$ cat config.mk
export PLATFORM = sky130hd
export DESIGN_NAME = ofm_packer
export DESIGN_NICKNAME = d
export VERILOG_FILES = /design/src/rtl/ofm_packer.sv
export SDC_FILE = /design/constraint.sdc
export NUM_CORES = 1
export LEC_CHECK = 0
export BUFFER_PORTS_ARGS = -buffer_cell sky130_fd_sc_hd__buf_2
export CAP_MARGIN = 15
export CORE_MARGIN = 5
export CORE_UTILIZATION = 50
export CTS_CLUSTER_DIAMETER = 80
export DETAILED_ROUTE_END_ITERATION = 12
export PLACE_DENSITY = 0.79
export SYNTH_ARGS = -nofsm -noshare
export SYNTH_HDL_FRONTEND = slang
export SYNTH_SLANG_ARGS = --single-unit
$ cat constraint.sdc
create_clock -name clk -period 3.4 [get_ports clk]
set_input_delay 1.02 -clock clk [delete_from_list [all_inputs] [get_ports clk]]
set_output_delay 1.02 -clock clk [all_outputs]
set_load 0.01 [all_outputs]
$ cat src/rtl/ofm_packer.sv
// Packs four consecutive signed OFM elements into one output word, little-lane first.
// Frames of frame_len elements end with a zero-padded partial word flagged by out_last.
module ofm_packer #(
    parameter int OUTPUT_WIDTH     = 32,
    parameter int ofm_output_width = 8,
    parameter int LEN_WIDTH        = 16
) (
    input  logic                        clk,
    input  logic                        rst_n,
    input  logic                        start,
    input  logic [LEN_WIDTH-1:0]        frame_len,
    input  logic                        ofm_valid,
    input  logic [ofm_output_width-1:0] ofm_data,
    output logic                        ofm_ready,
    output logic                        out_valid,
    output logic [OUTPUT_WIDTH-1:0]     out_data,
    output logic                        out_last,
    input  logic                        out_ready,
    output logic                        busy,
    output logic                        done
);

    typedef enum logic [1:0] {
        IDLE = 2'd0,
        PACK = 2'd1,
        SEND = 2'd2,
        DONE = 2'd3
    } state_t;

    state_t                  state_q, state_d;
    logic [1:0]              lane_q, lane_d;
    logic [LEN_WIDTH-1:0]    rem_q, rem_d;
    logic [OUTPUT_WIDTH-1:0] word_q, word_d;
    logic                    ofm_ready_q, out_valid_q, out_last_q, busy_q, done_q;
    logic                    accept_s;

    // ofm_ready_q is high exactly while the FSM sits in PACK
    assign accept_s = ofm_valid && ofm_ready_q;

    // Next-state, lane/remaining counters and word assembly
    always_comb begin
        state_d = state_q;
        lane_d  = lane_q;
        rem_d   = rem_q;
        word_d  = word_q;
        case (state_q)
            IDLE: begin
                if (start) begin
                    rem_d  = frame_len;
                    lane_d = 2'd0;
                    word_d = {OUTPUT_WIDTH{1'b0}};
                    if (frame_len != {LEN_WIDTH{1'b0}}) begin
                        state_d = PACK;
                    end else begin
                        state_d = DONE;
                    end
                end else begin
                    state_d = IDLE;
                end
            end
            PACK: begin
                if (accept_s) begin
                    word_d[int'(lane_q) * ofm_output_width +: ofm_output_width] = ofm_data;
                    lane_d = lane_q + 2'd1;
                    rem_d  = rem_q - {{(LEN_WIDTH-1){1'b0}}, 1'b1};
                    if ((lane_q == 2'd3) || (rem_q == {{(LEN_WIDTH-1){1'b0}}, 1'b1})) begin
                        state_d = SEND;
                    end else begin
                        state_d = PACK;
                    end
                end else begin
                    state_d = PACK;
                end
            end
            SEND: begin
                if (out_ready) begin
                    if (rem_q == {LEN_WIDTH{1'b0}}) begin
                        state_d = DONE;
                    end else begin
                        state_d = PACK;
                        lane_d  = 2'd0;
                        word_d  = {OUTPUT_WIDTH{1'b0}};
                    end
                end else begin
                    state_d = SEND;
                end
            end
            DONE: begin
                state_d = IDLE;
            end
            default: begin
                state_d = IDLE;
            end
        endcase
    end

    // State, counters, word and registered output flags decoded from next state
    always_ff @(posedge clk or negedge rst_n) begin
        if (!rst_n) begin
            state_q     <= IDLE;
            lane_q      <= 2'd0;
            rem_q       <= {LEN_WIDTH{1'b0}};
            word_q      <= {OUTPUT_WIDTH{1'b0}};
            ofm_ready_q <= 1'b0;
            out_valid_q <= 1'b0;
            out_last_q  <= 1'b0;
            busy_q      <= 1'b0;
            done_q      <= 1'b0;
        end else begin
            state_q     <= state_d;
            lane_q      <= lane_d;
            rem_q       <= rem_d;
            word_q      <= word_d;
            ofm_ready_q <= (state_d == PACK);
            out_valid_q <= (state_d == SEND);
            out_last_q  <= (state_d == SEND) && (rem_d == {LEN_WIDTH{1'b0}});
            busy_q      <= (state_d != IDLE);
            done_q      <= (state_d == DONE);
        end
    end

    assign ofm_ready = ofm_ready_q;
    assign out_valid = out_valid_q;
    assign out_data  = word_q;
    assign out_last  = out_last_q;
    assign busy      = busy_q;
    assign done      = done_q;

endmodule

### Word-level counts from Yosys, hierarchy flattened

Index checks and enable logic that the tools add are counted.

* input port bits: 29
* output and inout port bits: 37
* word-level logic and storage cells: 57
* register bits: 57

* reduce and logical (&&, ||, !) cells: 10
* shifts and indexed selects: 2
* add/subtract/negate cells: 3
* muxes and demuxes: 21
* equal/unequal tests: 12

Operator list (count)
* $mux 32: 4
* $pmux 32 s3: 1
* $neg 5->33: 1
* $shift 8x33->32 const A: 1
* $shiftx 8x33->32: 1
* $bwmux 32: 1
* $logic_not 16->1: 2
* $mux 16: 2
* $pmux 16 s2: 1
* $mux 2: 10
* $eq 16x1->1 const B: 1
* $reduce_bool 16->1: 1
* $sub 16x1->16 const B: 1
* $eq 2x2->1 const B: 5
* $ne 2x2->1 const B: 4
* $pmux 2 s4: 1
* $pmux 2 s3: 1
* $reduce_and 5->1: 1
* $eq 2x1->1 const B: 2
* $reduce_bool 3->1: 1
* $add 2x1->2 const B: 1
* $logic_and 1x1->1: 2
* $logic_not 2->1: 1
* $reduce_bool 2->1: 1
* $logic_or 1x1->1: 1

### Longest topological paths before layout

Gate-level depths: netlist (run 1).

* depth in word-level cells: 7
* depth in mapped cells: 9
* gate-level depth less buffers: 8

### Worst setup path before layout (run 1)

OpenSTA, ideal clock, no wires.

* kind: input-to-reg
* start: input start
* end: register out_last_q (netlist: out_last)
* arrival: 2.860 ns
* buffers on the path: 1
* data required time: 3.304 ns
* stages: 7
* slack: 0.445 ns
* library setup time: 0.096 ns
* path through: or3b_1 > buf_2 > o22ai_1 > a311oi_2 > or4_1 > or4_1 > nor4_2

* word-level cells in the longest chain between the ends: 4
* elaborated cells between the ends (all ways): 7
* those cells by class: eq/ne (1); mux (4); reduce/logical (2)

Ends and longest elaborated chain
* from (decl): line 10 `input logic start,`
* $mux 16: line 48 `if (start) begin`
* $pmux 16 s2: line 46 `case (state_q)`
* named net rem_d[5]: line 32 `logic [LEN_WIDTH-1:0] rem_q, rem_d;`
* $logic_not 16->1: line 116 `out_last_q <= (state_d == SEND) && (rem_d == {LEN_WIDTH{1'b0}});`
* $logic_and 1x1->1: line 116
* to (signal assigned): line 116
* to (decl): line 34 `logic ofm_ready_q, out_valid_q, out_last_q, busy_q, done_q;`

The timed path passes the listed nets, and every way through them passes these cells.
A chain may end at the register's enable or synchronous reset.

### Worst setup path in the final report (run 1)

* start: register state_q[0]
* end: register out_last_q (netlist: out_last)

* word-level cells in the longest chain between the ends: 4
* elaborated cells between the ends (all ways): 9
* those cells by class: eq/ne (4); mux (2); reduce/logical (3)

Ends and longest elaborated chain
* from (decl): line 30 `state_t state_q, state_d;`
* from (signal assigned): line 110 `state_q <= state_d;`
* $eq 2x1->1 / $logic_not 2->1 (equally long branches): line 46
* $pmux 16 s2 (*): line 46
* named net rem_d[8]: line 32
* $logic_not 16->1 (*): line 116
* $logic_and 1x1->1 (*): line 116

Mark *: on every way through the listed nets, which the timed path passes. The rest lies on a longest branch.

==> flow_summary_export.csv, run 1 <==
group,metric,value,unit
power,p_leak,1.75,nW
routing,wire_per_inst,17.1,µm
critical_path,slowest_delay,730,ps
timing,hold_violations,0,
timing,rsz0062_at_grt,"false",
timing,holdWs,473,ps
critical_path,critical_path_class,"reg -> reg",
critical_path,crit_slowest_cell,"dfrtp_1",
synthesis,yosysUniqueCellTypes,55,
cts,cts_resized,0,
hold_path,hold_path.class,"reg -> reg",
timing,slew-limit-headroom,0.423,
power,p_per_area,813,nW/µm²
global_routing,grt_pass1_wl,13300,µm
cts,clk_path_buf_depth,2,
timing,finalSetupViolCount,0,
critical_path,required,3640,ps
synthesis,synth_edf_count,0,
placed_design,gp_congestion,0.906,
cts,cts_root_buffer,"clkbuf_8",
critical_path,path_cells,"nand2b_1, nor4_4, mux2i_1, or4_1, or4_1, nor4_2",
critical_path,cp.arrival,3190,ps
global_routing,grt.total_usage,0.227,
synthesis,synthArstFlopShare,1.00,
timing,skew,7.82,ps
critical_path,crit_fanout,18,
placed_design,dpl.hpwl,6140,µm
floorplan,start_util,0.511,
cts,clk_latency,330,ps
synthesis,synth_nets,365,
final_layout,drive_gt1_frac,0.248,
cts,cts_tree,"done",
power,ir_drop,0.000391,V
cts,cts_num_sinks,57,
synthesis,yosysWarnings,0,
timing,final.period_utilization,0.869,
floorplan,fp.coreArea,5850,µm²
critical_path,worst_path_most_repeated_cell,"or4_1",
synthesis,syn_area_per_cell,9.08,µm²
global_routing,grt-ovfl-total,0,
synthesis,ys_ff_latch,57,
global_routing,grt_max_degree,27,
critical_path,crit_path_end_kind,"register",
routing,drc_errors,0,
floorplan,fp.dieW,87.3,µm
synthesis,netlist_area,2990,µm²
floorplan,die_y,87.3,µm
placed_design,portBuffers,65,
global_routing,grt_pass1_vias,2688,
timing,tns,0,ps
run_status,status,"complete, no violations",
critical_path,cp-start-kind,"register",
global_routing,antenna_found_initial,0,
timing,max_freq,338,MHz
final_layout,syn_to_final_growth,23.0,%
routing,vias_per_cell,5.89,
floorplan,std_cell_rows,28,
cts,post_cts_buffers,0,
synthesis,ys_seq_area_frac,0.477,
routing,drtIter0Drc,207,
routing,vias,2845,
synthesis,synthFlopType,"dfrtp_1",
critical_path,cp_top_family,"simple AND/OR/NAND/NOR gates",
cts,hold_buffers,0,
floorplan,die_area,7620,µm²
timing,finalMaxSlewViolations,0,
critical_path,cp_num_buf_inv,0,
timing,max_slew.worst_pin.slew,862,ps
final_layout,diodes,0,
synthesis,synth_area_leaders,"dfrtp_1 48%, nand2_1 8.7%, o21ai_0 5.2%",
floorplan,io_pins,66,
routing,drt_first_pass_iters,5,
flow_run,drv_cap,0,
cts,cts_buffers,9,
cts,cts.htree.levels,3,
timing,min_period,2960,ps
synthesis,synth_top_area_frac,0.477,
routing,antenna_left,0,
final_layout,nets,439,
routing,wirelength,8260,µm
cts,clk_pin_slew,70,ps
synthesis,syn_inst,329,
synthesis,yosysTopAreaCell,"dfrtp_1",
[flip-flops by register name (all words and copies together) (netlist names)]
name	cells
busy	1
done	1
lane_q	2
ofm_ready	1
out_data	32
out_last	1
out_valid	1
rem_q	16
state_q	2
[cell usage in the layout, fill, tap and decap left out, types with 3 or more instances in the layout]
cell type / instances
a31oi_1: 3
o22ai_1: 4
inv_1: 20
nand3_1: 3
a21o_1: 5
o21ai_0: 31
nand2_1: 69
ha_1: 7
nor2_1: 21
mux2i_1: 10
bufinv_16: 3
a221o_1: 5
buf_4: 10
a21oi_1: 8
buf_2: 65
nand4_1: 3
nor4_1: 6
or4_1: 6
nand2b_1: 5
dfrtp_1: 57
o31ai_1: 3
nor3_1: 9
o21ai_1: 3
clkbuf_8: 10
[stage by stage]
stage	total power, mW	area, µm²	utilization	cells	setup slack, ps
finish	2.99	3680	0.628	483	445
global placement	2.18	3430	0.587	467	307
floorplan	1.81	2990	-	329	445
global route	3.18	3680	0.628	483	292
CTS	2.98	3680	0.628	483	523
detailed placement	2.20	3430	0.587	467	270
[kinds of logic after synthesis]
| family | synth area share |
|---|---|
| adder cells (fa/ha/maj) | 0.0293 |
| AND/OR/NAND/NOR | 0.239 |
| multiplexers | 0.0335 |
| flip-flops | 0.477 |
| buffers and inverters | 0.0419 |
| AO/OA/AOI/OAI | 0.179 |
[power by group]
group | total [mW] | switching (mW) | internal (mW)
logic | 1.14 | 0.679 | 0.463
registers | 1.07 | 0.205 | 0.867
clock network | 0.776 | 0.270 | 0.506
total | 2.99 | 1.15 | 1.84
[Yosys cell counts (3+ instances only)]
library cell	count
nand2_1	69
dfrtp_1	57
o21ai_0	31
nor2_1	21
inv_1	20
mux2i_1	10
nor3_1	9
a21oi_1	8
ha_1	7
clkbuf_1	6
nor4_1	6
or4_1	6
a21o_1	5
a221o_1	5
nand2b_1	5
buf_2	4
o22ai_1	4
a31oi_1	3
nand3_1	3
nand4_1	3
o21ai_1	3
o31ai_1	3
[worst reg2reg max path, cell delays in order (launching register included)]
cell	delay (ps)
dfrtp_1	730
nand2b_1	470
nor4_4	330
mux2i_1	130
or4_1	500
or4_1	460
nor4_2	250
[layer usage]
layer  GRT usage  routed length, µm  part of all wire
met2       0.341               3770              0.46
met1       0.312               3470              0.42
met4      0.0976                208             0.025
met3      0.0539                798             0.097
met5           0                  0                 0
[area by class of cell]
cell class                      instances  area, µm²
Multi-Input combinational cell        240       1440
Clock inverter                          5        103
Clock buffer                           11        141
Sequential cell                        57       1430
Tap cell                               75       93.8
Fill cell                             507       2170
Timing Repair Buffer                   75        400
Inverter                               20       75.1
[path summary, 6_finish.rpt]
| kind | slack, ps | endpoint | depth (start not counted) | start |
|---|---|---|---|---|
| setup reg to reg | 440 | out_last | 6 | state_q[0] |
| min in group asynchronous | 590 | out_data[31] | 1 | rst_n |
| hold / removal | 470 | out_data[7] | 2 | out_data[7] |
| hold reg to reg | 470 | out_data[7] | 2 | out_data[7] |
| setup / recovery | 440 | out_last | 6 | state_q[0] |
| max in group asynchronous | 2150 | done | 2 | rst_n |
Note: power is estimated with default switching activity, not from simulation.
==> inputs of run 2 (changes only) <==
--- a/config.mk
+++ b/config.mk
@@ -11,6 +11,7 @@
 export CORE_UTILIZATION = 50
 export CTS_CLUSTER_DIAMETER = 80
 export DETAILED_ROUTE_END_ITERATION = 12
+export GPL_ROUTABILITY_DRIVEN = 1
 export PLACE_DENSITY = 0.79
 export SYNTH_ARGS = -nofsm -noshare
 export SYNTH_HDL_FRONTEND = slang
==> constraint.sdc (replaced) <==
create_clock -name clk -period 3.6 [get_ports clk]
set_input_delay 1.08 -clock clk [delete_from_list [all_inputs] [get_ports clk]]
set_output_delay 1.08 -clock clk [all_outputs]
set_load 0.01 [all_outputs]
==> flow_summary_export.csv, run 2 (synthesized netlist as in run 1, its figures left out) <==
group,metric,value,unit
routing,antenna_left,0,
final_layout,final_util,0.625,
final_layout,syn_to_final_growth,22.4,%
critical_path,cp-start-kind,"primary input",
cts,cts_resized,0,
critical_path,r2r_slack,810,ps
hold_path,hold_path.class,"reg -> reg",
routing,drtIter0Drc,198,
power,ir_drop,0.000487,V
cts,hold_buffers,0,
routing,wirelength,8390,µm
power,p_per_area,754,nW/µm²
placed_design,place_inst,469,
global_routing,grt_use_met2,0.357,
timing,tns,0,ps
routing,vias,2789,
final_layout,largest_register_ffs,32,
final_layout,fillers,540,
final_layout,final_common_cell,"nand2_1",
global_routing,grt.total_usage,0.228,
timing,max_slew.worst_pin.slew,650,ps
placed_design,gp_congestion,0.901,
floorplan,fp.dieW,87.3,µm
hold_path,min_from,"out_data[19]",
hold_path,hold_depth,2,
hold_path,hold_end,"out_data[19]",
critical_path,regToRegEndpoint,"out_last",
floorplan,fp.coreArea,5850,µm²
critical_path,reg2reg_depth,6,
timing,max_freq,343,MHz
cts,clk_path_buf_depth,2,
critical_path,critical_path_class,"in -> reg",
timing,hold_violations,0,
placed_design,dpl.hpwl,6360,µm
cts,clk_pin_slew,60,ps
routing,wire_per_inst,17.3,µm
floorplan,die_y,87.3,µm
power,p_leak,1.75,nW
critical_path,cp.arrival,3160,ps
final_layout,regArea,1430,µm²
global_routing,antenna_found_initial,0,
floorplan,die_area,7620,µm²
timing,rsz0062_at_grt,"false",
routing,drt_first_pass_iters,4,
timing,min_period,2920,ps
final_layout,final_area,3660,µm²
floorplan,std_cell_rows,28,
routing,vias_per_cell,5.75,
timing,slew-limit-headroom,0.563,
global_routing,grtUsageMet3,0.0426,
critical_path,crit_fanout,9,
critical_path,required,3850,ps
critical_path,r2r-start,"state_q[1]",
global_routing,use_met1,0.308,
cts,cts_tree,"done",
floorplan,start_util,0.511,
timing,finalWorstSetupSlack,685,ps
global_routing,grt_pass1_vias,2677,
timing,skew,4.17,ps
cts,cts_root_buffer,"clkbuf_8",
cts,cts.htree.levels,3,
global_routing,grt_max_degree,33,
final_layout,multi_input_area,1440,µm²
global_routing,grt_pass1_wl,13300,µm
final_layout,finalNonFillerCells,485,
run_status,status,"complete, no violations",
placed_design,place_area,3450,µm²
final_layout,final_cell_mix,"69 x nand2_1, 65 x buf_2, 57 x dfrtp_1, 31 x o21ai_0, 21 x nor2_1",
final_layout,drive_gt1_frac,0.251,
floorplan,io_pins,66,
global_routing,top_usage_layer,"met2",
cts,clk_latency,330,ps
timing,finalMaxSlewViolations,0,
cts,post_cts_buffers,0,
routing,drc_errors,0,
timing,finalSetupViolCount,0,
timing,final.period_utilization,0.810,
flow_run,drv_cap,0,
final_layout,diodes,0,
placed_design,dp_slack,344,ps
placed_design,portBuffers,65,
cts,cts_buffers,9,
final_layout,nets,441,
critical_path,crit_path_end_kind,"register",
global_routing,grt-ovfl-total,0,
cts,cts_num_sinks,57,
[run 2: layout make-up]
type,instances,area share
flip-flops and latches,57,0.390
repair buffers,77,0.114
clock inverters,6,0.0226
inverters,20,0.0205
multi-input cells,240,0.393
clock buffers,10,0.0349
well taps,75,0.0257
[run 2: power by group]
part	internal [mW]	switching (mW)
clock network	0.386	0.256
logic	0.449	0.674
registers	0.819	0.175
[run 2: worst max path at each step]
stage	start	to	slack, ps	depth (start not counted)
after floorplan	start	out_last	580	7
after global placement	ofm_valid	out_last	420	7
after detailed placement	ofm_valid	out_last	340	7
after CTS	ofm_valid	out_last	710	7
after global routing	ofm_valid	out_last	600	7
final	ofm_valid	out_last	680	7
[run 2: metal layers]
layer,vias to the layer above,part of all wire
met5,-,0
met4,0,0.019
met3,16,0.079
met2,121,0.47
met1,1322,0.43
li1,1330,-
[run 2: worst max-delay path: stages]
cell and delay [ps]:
buf_2 120, nand3_1 350, nor4_4 280, mux2i_1 140
or4_1 500, or4_1 450, nor4_2 250
[run 2: through the flow]
step,hold slack (ps),total power [mW]
finish,474,2.76
global placement,455,2.06
detailed placement,465,2.11
global route,494,2.92
floorplan,507,1.71
CTS,479,2.75
==> inputs of run 3 (changes only) <==
==> constraint.sdc (replaced) <==
create_clock -name clk -period 2.9 [get_ports clk]
set_input_delay 0.87 -clock clk [delete_from_list [all_inputs] [get_ports clk]]
set_output_delay 0.87 -clock clk [all_outputs]
set_load 0.01 [all_outputs]
==> flow_summary_export.csv, run 3 (synthesized netlist as in run 1, its figures left out) <==
group,metric,value,unit
run_status,status,"complete, no violations",
placed_design,dp_slack,-47.2,ps
critical_path,regToRegEndpoint,"out_last",
final_layout,syn_to_final_growth,22.4,%
timing,finalMaxSlewViolations,0,
flow_run,drv_cap,0,
cts,clk_latency,340,ps
cts,cts_buffers,9,
critical_path,cp-startpoint,"rem_q[2]",
floorplan,io_pins,66,
cts,clk_path_buf_depth,2,
hold_path,min_from,"out_data[7]",
routing,drtIter0Drc,240,
placed_design,portBuffers,65,
critical_path,r2r-start,"rem_q[2]",
timing,hold_violations,0,
power,p_sw,1.37,mW
cts,cts_tree,"done",
routing,drc_errors,0,
critical_path,worst_path_most_repeated_cell,"or4_1",
critical_path,crit_slowest_cell,"nor3_1",
critical_path,cp.arrival,2930,ps
power,seqPwrFrac,0.379,
critical_path,crit_path_end_kind,"register",
critical_path,path_cells,"nor3_1, and4_2, a311oi_2, or4_1, or4_1, nor4_2",
global_routing,antenna_found_initial,0,
final_layout,multi_input_area,1450,µm²
critical_path,crit_fanout,6,
critical_path,cp_top_family,"simple AND/OR/NAND/NOR gates",
placed_design,gp_congestion,0.914,
floorplan,die_area,7620,µm²
routing,wire_per_inst,16.6,µm
timing,max_slew.worst_pin.slew,912,ps
routing,wirelength,8110,µm
routing,drt_first_pass_iters,5,
power,p_per_area,892,nW/µm²
final_layout,largest_register_ffs,32,
final_layout,nets,446,
timing,rsz0062_at_grt,"false",
timing,final.period_utilization,0.925,
hold_path,hold_path.class,"reg -> reg",
global_routing,grt_pass1_wl,13100,µm
cts,post_cts_buffers,0,
critical_path,r2r_slack,220,ps
timing,finalWorstSetupSlack,217,ps
global_routing,grt_pass1_vias,2657,
timing,skew,9.87,ps
timing,finalSetupViolCount,0,
global_routing,grt-ovfl-total,0,
global_routing,grt_max_degree,40,
routing,vias_per_cell,5.89,
final_layout,diodes,0,
final_layout,final_cell_mix,"69 x nand2_1, 65 x buf_2, 57 x dfrtp_1, 31 x o21ai_0, 21 x nor2_1",
power,p_leak,1.75,nW
power,clockPowerShare,0.196,
critical_path,cp-start-kind,"register",
floorplan,start_util,0.511,
timing,min_period,2680,ps
cts,cts.htree.levels,3,
power,combPwrFrac,0.425,
hold_path,hold_end,"out_data[7]",
final_layout,fillers,499,
cts,cts_root_buffer,"clkbuf_8",
routing,vias,2887,
floorplan,fp.coreArea,5850,µm²
final_layout,regArea,1430,µm²
final_layout,final_common_cell,"nand2_1",
routing,antenna_left,0,
timing,max_freq,373,MHz
timing,slew-limit-headroom,0.390,
floorplan,die_y,87.3,µm
power,power.internal,1.89,mW
floorplan,std_cell_rows,28,
global_routing,grt.total_usage,0.223,
floorplan,fp.dieW,87.3,µm
power,p_sw_frac,0.420,
power,ir_drop,0.000474,V
critical_path,required,3150,ps
critical_path,slowest_delay,540,ps
cts,clk_pin_slew,70,ps
critical_path,reg2reg_depth,6,
power,power.total,3.26,mW
final_layout,drive_gt1_frac,0.267,
cts,cts_num_sinks,57,
hold_path,hold_depth,2,
critical_path,critical_path_class,"reg -> reg",
critical_path,cp_num_buf_inv,0,
placed_design,dpl.hpwl,6190,µm
run 3: cell types whose count changed in the layout (fill, tap and decap cells not counted):
cell	before	now
o21ai_2	0	3
bufinv_16	2	0
o21ai_1	3	0
buf_4	12	17
clkinv_2	3	4
clkinvlp_4	1	2
run 3: layer usage:
| layer | GRT usage | vias up | share of wire |
|---|---|---|---|
| li1 | - | 1338 | - |
| met5 | 0 | - | 0 |
| met1 | 0.304 | 1384 | 0.42 |
| met2 | 0.336 | 147 | 0.47 |
| met3 | 0.0577 | 18 | 0.098 |
| met4 | 0.0907 | 0 | 0.014 |
run 3: layout make-up:
cell class	count	share of cell area
Clock buffer	10	0.0349
Clock inverter	6	0.00958
Inverter	20	0.0205
Multi-Input combinational cell	240	0.396
Sequential cell	57	0.390
Tap cell	75	0.0256
Timing Repair Buffer	82	0.124
run 3: worst max-delay path by stage:
stage                         endpoint  depth (start not counted)
after floorplan               out_last                          7
after global placement        out_last                          7
after detailed placement      out_last                          7
after CTS                 out_data[25]                          5
after global routing          out_last                          6
final                         out_last                          6
run 3: what timing repair did:
action | CTS | global route
hold buffers | 0 | 0
endpoints found under the setup margin | 0 | 24
gates resized for setup | 0 | 3
run 3: worst reg2reg max path, delay by kind of cell, from the launching register on:
kind	cells	cell delay (ps)
flip-flops	1	450
AO/OA/AOI/OAI	1	50
AND/OR/NAND/NOR	5	2100
run 3: through the flow:
stage | util | area (µm²) | setup TNS [ps] | hold WS [ps] | std cells
after floorplan | - | 2990 | 0 | 507 | 329
after global placement | 0.596 | 3480 | 0 | 455 | 474
after detailed placement | 0.596 | 3480 | -47.2 | 466 | 474
after CTS | 0.623 | 3650 | 0 | 481 | 490
after global routing | 0.625 | 3660 | 0 | 504 | 490
final | 0.625 | 3660 | 0 | 475 | 490
run 3: power groups by stage:
| stage | Sequential, mW | Combinational [mW] | Clock, mW |
|---|---|---|---|
| after CTS | 1.23 | 1.37 | 0.650 |
| after detailed placement | 1.24 | 1.36 | 0 |
| final | 1.24 | 1.39 | 0.640 |
| after global routing | 1.27 | 1.53 | 0.686 |
| after global placement | 1.24 | 1.33 | 0 |
| after floorplan | 1.23 | 0.896 | 0 |
